`src/rtl/uart_pkg.sv`:
```
// Shared frame constants and FSM state types for the 8N1 UART transmitter and receiver.
package uart_pkg;

  localparam int   DATA_BITS = 8;
  localparam logic START_BIT = 1'b0;
  localparam logic STOP_BIT  = 1'b1;

  typedef enum logic [1:0] {TX_IDLE, TX_START, TX_DATA, TX_STOP} tx_state_t;
  typedef enum logic [1:0] {RX_IDLE, RX_START, RX_DATA, RX_STOP} rx_state_t;

  // Width of a counter that must reach one full bit period minus one.
  function automatic int cnt_width(input int half_bit);
    return $clog2(2 * half_bit);
  endfunction

endpackage

```
`src/rtl/uart_rx_core.sv`:
```
// 8N1 receiver: two-flop synchronizer, mid-bit sampling, good-byte and framing-error pulses.
module uart_rx_core
  import uart_pkg::*;
#(
  parameter int CLK_PER_HALF_BIT = 30
) (
  input  logic                 clk,
  input  logic                 reset,
  input  logic                 rxd,
  output logic [DATA_BITS-1:0] rdata,
  output logic                 rdata_ready,
  output logic                 ferr
);

  localparam int            CW        = cnt_width(CLK_PER_HALF_BIT);
  localparam logic [CW-1:0] BIT_LAST  = CW'(2 * CLK_PER_HALF_BIT - 1);
  localparam logic [CW-1:0] HALF_LAST = CW'(CLK_PER_HALF_BIT - 1);
  localparam logic [2:0]    IDX_LAST  = 3'(DATA_BITS - 1);

  rx_state_t              r_state;
  logic                   r_sync1;
  logic                   r_sync2;
  logic [CW-1:0]          r_cnt;
  logic [2:0]             r_idx;
  logic [DATA_BITS-1:0]   r_shift;
  logic [DATA_BITS-1:0]   r_rdata;
  logic                   r_ready;
  logic                   r_ferr;

  always_ff @(posedge clk) begin
    if (!reset) begin
      r_sync1 <= 1'b1;
      r_sync2 <= 1'b1;
    end else begin
      r_sync1 <= rxd;
      r_sync2 <= r_sync1;
    end
  end

  // START waits half a bit so every later sample lands mid-bit.
  always_ff @(posedge clk) begin
    if (!reset) begin
      r_state <= RX_IDLE;
      r_cnt   <= '0;
      r_idx   <= '0;
      r_shift <= '0;
      r_rdata <= '0;
      r_ready <= 1'b0;
      r_ferr  <= 1'b0;
    end else begin
      r_ready <= 1'b0;
      r_ferr  <= 1'b0;
      case (r_state)
        RX_IDLE: begin
          r_cnt <= '0;
          if (r_sync2 == START_BIT) r_state <= RX_START;
        end
        RX_START: begin
          if (r_cnt == HALF_LAST) begin
            r_cnt   <= '0;
            r_idx   <= '0;
            r_state <= (r_sync2 == START_BIT) ? RX_DATA : RX_IDLE;
          end else begin
            r_cnt <= r_cnt + 1'b1;
          end
        end
        RX_DATA: begin
          if (r_cnt == BIT_LAST) begin
            r_cnt   <= '0;
            r_shift <= {r_sync2, r_shift[DATA_BITS-1:1]};
            r_idx   <= r_idx + 1'b1;
            if (r_idx == IDX_LAST) r_state <= RX_STOP;
          end else begin
            r_cnt <= r_cnt + 1'b1;
          end
        end
        RX_STOP: begin
          if (r_cnt == BIT_LAST) begin
            r_cnt   <= '0;
            r_state <= RX_IDLE;
            if (r_sync2 == STOP_BIT) begin
              r_rdata <= r_shift;
              r_ready <= 1'b1;
            end else begin
              r_ferr <= 1'b1;
            end
          end else begin
            r_cnt <= r_cnt + 1'b1;
          end
        end
        default: r_state <= RX_IDLE;
      endcase
    end
  end

  assign rdata       = r_rdata;
  assign rdata_ready = r_ready;
  assign ferr        = r_ferr;

endmodule

```
`src/rtl/uart_tx_core.sv`:
```
// 8N1 transmitter: latches the byte on an accepted request and shifts it out LSB first.
module uart_tx_core
  import uart_pkg::*;
#(
  parameter int CLK_PER_HALF_BIT = 30
) (
  input  logic                 clk,
  input  logic                 reset,
  input  logic [DATA_BITS-1:0] sdata,
  input  logic                 tx_start,
  output logic                 tx_busy,
  output logic                 txd
);

  localparam int            CW       = cnt_width(CLK_PER_HALF_BIT);
  localparam logic [CW-1:0] BIT_LAST = CW'(2 * CLK_PER_HALF_BIT - 1);
  localparam logic [2:0]    IDX_LAST = 3'(DATA_BITS - 1);

  tx_state_t              r_state;
  logic [CW-1:0]          r_cnt;
  logic [2:0]             r_idx;
  logic [DATA_BITS-1:0]   r_data;
  logic                   r_txd;
  logic                   r_busy;
  logic                   w_bit_end;

  assign w_bit_end = (r_cnt == BIT_LAST);

  // r_data is shifted right each bit, so r_data[1] is the next bit to drive.
  always_ff @(posedge clk) begin
    if (!reset) begin
      r_state <= TX_IDLE;
      r_cnt   <= '0;
      r_idx   <= '0;
      r_data  <= '0;
      r_txd   <= STOP_BIT;
      r_busy  <= 1'b0;
    end else begin
      case (r_state)
        TX_IDLE: begin
          r_txd  <= STOP_BIT;
          r_busy <= 1'b0;
          r_cnt  <= '0;
          if (tx_start) begin
            r_data  <= sdata;
            r_txd   <= START_BIT;
            r_busy  <= 1'b1;
            r_state <= TX_START;
          end
        end
        TX_START: begin
          if (w_bit_end) begin
            r_cnt   <= '0;
            r_idx   <= '0;
            r_txd   <= r_data[0];
            r_state <= TX_DATA;
          end else begin
            r_cnt <= r_cnt + 1'b1;
          end
        end
        TX_DATA: begin
          if (w_bit_end) begin
            r_cnt <= '0;
            if (r_idx == IDX_LAST) begin
              r_txd   <= STOP_BIT;
              r_state <= TX_STOP;
            end else begin
              r_idx  <= r_idx + 1'b1;
              r_data <= {1'b0, r_data[DATA_BITS-1:1]};
              r_txd  <= r_data[1];
            end
          end else begin
            r_cnt <= r_cnt + 1'b1;
          end
        end
        TX_STOP: begin
          if (w_bit_end) begin
            r_cnt   <= '0;
            r_busy  <= 1'b0;
            r_state <= TX_IDLE;
          end else begin
            r_cnt <= r_cnt + 1'b1;
          end
        end
        default: r_state <= TX_IDLE;
      endcase
    end
  end

  assign txd     = r_txd;
  assign tx_busy = r_busy;

endmodule

```
`src/rtl/uart_txrx.sv`:
```
// Full-duplex 8N1 UART between the core I/O unit and the board serial pins.
module uart_txrx
  import uart_pkg::*;
#(
  parameter int CLK_PER_HALF_BIT = 30
) (
  input  logic                 clk,
  input  logic                 reset,
  input  logic [DATA_BITS-1:0] sdata,
  input  logic                 tx_start,
  output logic                 tx_busy,
  output logic                 txd,
  input  logic                 rxd,
  output logic [DATA_BITS-1:0] rdata,
  output logic                 rdata_ready,
  output logic                 ferr
);

  uart_tx_core #(
    .CLK_PER_HALF_BIT(CLK_PER_HALF_BIT)
  ) u_tx (
    .clk      (clk),
    .reset    (reset),
    .sdata    (sdata),
    .tx_start (tx_start),
    .tx_busy  (tx_busy),
    .txd      (txd)
  );

  uart_rx_core #(
    .CLK_PER_HALF_BIT(CLK_PER_HALF_BIT)
  ) u_rx (
    .clk         (clk),
    .reset       (reset),
    .rxd         (rxd),
    .rdata       (rdata),
    .rdata_ready (rdata_ready),
    .ferr        (ferr)
  );

endmodule

```
`config.mk`:
```
export PLATFORM = sky130hd
export DESIGN_NAME = uart_txrx
export DESIGN_NICKNAME = d
export VERILOG_FILES = /design/src/rtl/uart_pkg.sv /design/src/rtl/uart_rx_core.sv /design/src/rtl/uart_tx_core.sv /design/src/rtl/uart_txrx.sv
export SDC_FILE = /design/constraint.sdc
export NUM_CORES = 1
export LEC_CHECK = 0
export CORE_ASPECT_RATIO = 0.75
export CORE_MARGIN = 2
export CORE_UTILIZATION = 61
export DETAILED_ROUTE_END_ITERATION = 8
export HOLD_SLACK_MARGIN = 0.15
export PLACE_DENSITY = 0.95
export SLEW_MARGIN = 5
export SYNTH_ARGS = -nofsm -noshare
export SYNTH_HDL_FRONTEND = slang
export SYNTH_SLANG_ARGS = --single-unit
```
`constraint.sdc`:
```
create_clock -name clk -period 5.9 [get_ports clk]
set_clock_uncertainty 0.1 [all_clocks]
set_input_delay 0.59 -clock clk [delete_from_list [all_inputs] [get_ports clk]]
set_output_delay 0.59 -clock clk [all_outputs]
set_load 0.005 [all_outputs]
```
==> impl_metrics.py <==
metrics = {
    "run_status": {
        "outcome": "finished, final reports clean",
    },
    "floorplanning": {
        "placeable_core_region_sq_mm": 0.00403,
        "die_y_microns": 60.0,
        "width_of_the_chip_microns": 78.6,
        "num_io_pins": 24,
        "die_area_sq_mm": 0.00472,
        "placement_rows": 20,
        "initial_utilization_pct": 63.3,
    },
    "timing": {
        "slew_headroom_pct": 24.1,
        "final.setup.tns_ns": 0,
        "fmax_mhz": 383,
        "post-route-period-util_pct": 44.3,
        "hold_ws_ns": 0.340,
        "finalSetupViolations": 0,
        "minimum_clock_period_after_layout_ns": 2.61,
        "final_slew_viol_count": 0,
        "grt_setup_unrepaired": "no",
        "transition_time_of_the_tightest_slew_check_pin_ns": 1.11,
        "number_of_hold_slack_violations_in_the_final_timing_report": 0,
    },
    "global_routing": {
        "grt_pass1_wl_microns": 7770,
        "antenna_found_initial": 0,
        "grt_overflow": 0,
        "number_of_global_route_vias_before_repair": 1749,
        "grt_most_used_layer": "met2",
        "groute.layer.met3.usage_pct": 4.38,
        "maximum_number_of_pins_on_one_net_before_global_route_repair": 33,
        "groute.layer.met2.usage_pct": 34.1,
        "groute.layer.met1.usage_pct": 28.0,
        "grtUsageTotal_pct": 20.8,
    },
    "clock_network": {
        "cts.htree.levels": 2,
        "cts-root-buf": "sky130_fd_sc_hd__clkbuf_8",
        "postCtsSetupBuffers": 0,
        "tritoncts": "built",
        "inserted_clock_buffers": 5,
        "clock_slew_at_the_register_clock_pins_of_the_worst_setup_and_hold_paths_ns": 0.09,
        "clk-insertion-delay-late_ns": 0.31,
        "clk_path_buf_depth": 2,
        "numClockSinks": 52,
        "cts_repair_resize_count": 0,
        "cts-hold-fix-buffers": 0,
    },
    "detailed_routing": {
        "drt_drc_violations_left": 0,
        "route.vias.total": 2027,
        "route.antenna.remaining_nets": 0,
        "routedWlPerCell_microns": 13.5,
        "post_drt_via_cell_ratio": 5.76,
        "detail_route.first_pass.iterations": 5,
        "initialDrtViolationCount": 187,
        "drt_wl_total_microns": 4740,
    },
    "synth": {
        "synth_cell_type_count": 43,
        "syn-instance-count": 280,
        "yosysTopAreaCellShare_pct": 40.8,
        "synth_area_leaders": "sky130_fd_sc_hd__dfxtp_1 41%, sky130_fd_sc_hd__mux2i_1 9.0%, sky130_fd_sc_hd__ha_1 8.3%, sky130_fd_sc_hd__nor2_1 5.7%, sky130_fd_sc_hd__nand3_1 4.7%",
        "proportion_of_synthesized_chip_area_in_sequential_cells_pct": 40.8,
        "yosys_most_used_dff": "sky130_fd_sc_hd__dfxtp_1",
        "synth_fp_nets": 309,
        "synth_edf_count": 0,
        "syn_avg_cell_area_sq_um": 9.10,
        "yosysWarnings": 0,
        "post_synth_instance_area_sq_mm": 0.00255,
        "ys_async_sr_fraction_pct": 0,
        "synth.ff_latch_count": 52,
        "netlist.top_cell.by_area": "sky130_fd_sc_hd__dfxtp_1",
    },
    "setup_path": {
        "worst-setup-path-type": "in -> reg",
        "setup.worst_path.end": "u_tx.r_state[0]",
        "startpoint": "reset",
        "required_ns": 5.99,
        "reg2reg_depth": 7,
        "reg2reg_setup_slack_ns": 3.44,
        "r2r_start": "u_tx.r_state[0]",
        "worst_r2r_endpoint": "u_tx.r_data[1]",
        "timing.critical_path.arrival_ns": 2.70,
        "crit_path_max_fanout": 32,
        "end_kind": "flop",
        "crit_path_start_kind": "primary input",
    },
    "power": {
        "peakVddDrop_uv": 272,
        "p_leak_uw": 0.00116,
        "powerDensity_mw_per_mm2": 307,
    },
    "worst_hold_path": {
        "worst_hold_path_class": "reg -> reg",
    },
    "placement": {
        "routability_congestion_estimate_from_global_placement": 0.916,
        "placement.io_buffers": 23,
        "dp_hpwl_microns": 3370,
    },
    "finish": {
        "drive_gt1_share_pct": 5.39,
        "antenna_cells_inserted": 0,
        "area_growth_syn_to_layout_pct": 12.7,
        "design.final.nets": 325,
    },
    "flow_run": {
        "maxCapViolCount": 0,
    },
}
-- cells in the mapped netlist (6+ instances only) --
| master | count |
|---|---|
| sky130_fd_sc_hd__inv_1 | 12 |
| sky130_fd_sc_hd__clkbuf_1 | 6 |
| sky130_fd_sc_hd__nand2_1 | 14 |
| sky130_fd_sc_hd__dfxtp_1 | 52 |
| sky130_fd_sc_hd__nand4_1 | 8 |
| sky130_fd_sc_hd__nand3_1 | 24 |
| sky130_fd_sc_hd__a21oi_1 | 14 |
| sky130_fd_sc_hd__nor2_1 | 39 |
| sky130_fd_sc_hd__ha_1 | 17 |
| sky130_fd_sc_hd__a31oi_1 | 8 |
| sky130_fd_sc_hd__mux2i_1 | 23 |
| sky130_fd_sc_hd__nor3b_1 | 7 |
-- sequential cells by signal, summed over array words and instances (netlist names), named ones only --
register	cells
u_rx.rdata_ready	1
u_rx.r_idx	3
u_tx.tx_busy	1
u_rx.ferr	1
u_tx.r_data	8
u_rx.r_cnt	6
u_rx.r_sync1	1
u_rx.rdata	8
u_rx.r_state	1
u_tx.r_cnt	6
u_rx.r_shift	8
u_tx.r_idx	3
u_rx.r_sync2	1
u_tx.txd	1
u_tx.r_state	2
-- layout make-up --
cell class / instances / area, sq um
fill: 304 / 1160
inverter: 12 / 45.0
tap: 55 / 68.8
timing repair buffer: 24 / 238
multi-input combinational: 201 / 1380
clock inverter: 3 / 27.5
sequential: 52 / 1040
clock buffer: 5 / 68.8
-- cell usage in the layout (no fill, tap or decap), drive strengths merged, types with 2 or more instances in the layout --
master,synthesis,routed
o21ai,6,6
a31oi,8,8
o311ai,2,2
a2111oi,2,2
o22ai,2,2
inv,12,13
mux2i,23,23
nand4,9,9
ha,17,17
clkdlybuf4s50,0,23
clkbuf,6,5
a211o,2,2
nor3,3,3
dfxtp,52,52
a32oi,2,2
nand2b,4,4
a21oi,14,14
xor2,4,4
nand3,26,26
o2111ai,2,2
nor2,39,39
nor3b,7,7
nand2,14,14
nand3b,2,2
xnor2,4,4
-- power breakdown --
part           switching (uW)  internal (uW)
logic                     158           99.4
registers                27.5            382
clock network             127           87.3
total                     313            569
-- worst min-delay path by stage --
stage,slack [ns],startpoint,cells past startpoint,to
global route,0.36,u_rx.r_sync1,1,u_rx.r_sync2
CTS,0.34,u_rx.r_sync1,1,u_rx.r_sync2
detailed placement,0.32,u_rx.r_sync1,1,u_rx.r_sync2
floorplan,0.29,u_rx.r_sync1,1,u_rx.r_sync2
finish,0.34,u_rx.r_sync1,1,u_rx.r_sync2
global placement,0.29,u_rx.r_sync1,1,u_rx.r_sync2
-- metal layers --
metal	wire, microns	vias up	share of wire, %
met3	299	9	6.3
met4	57	0	1.2
met1	2250	923	47
met5	0	-	0
li1	-	1021	-
met2	2140	74	45
-- cells by family after synthesis --
family / Yosys count / share of synthesized area (%)
AO/OA/AOI/OAI: 42 / 11.4
XOR/XNOR: 8 / 2.75
adder cells (fa/ha/maj): 17 / 8.35
buffers and inverters: 27 / 4.91
flip-flops: 52 / 40.8
multiplexers: 23 / 9.03
AND/OR/NAND/NOR: 111 / 22.7
-- per-stage QoR --
stage               setup WS (ns)  util, %  cell area (sq um)  total power [uW]  std cells
floorplan                    4.03        -               2550               603        280
global placement             3.05     68.9               2780               657        344
detailed placement           2.97     68.9               2780               666        344
CTS                          3.30     71.3               2870               877        352
global route                 3.06     71.3               2870               930        352
finish                       3.29     71.3               2870               882        352
-- worst max-delay path: stages --
cell and delay, ns:
sky130_fd_sc_hd__clkdlybuf4s50_1 0.75, sky130_fd_sc_hd__inv_1 0.86, sky130_fd_sc_hd__nor3_1 0.18, sky130_fd_sc_hd__a32oi_1 0.22, sky130_fd_sc_hd__nand3_1 0.10
No activity file was read; power rests on OpenSTA's default activity.
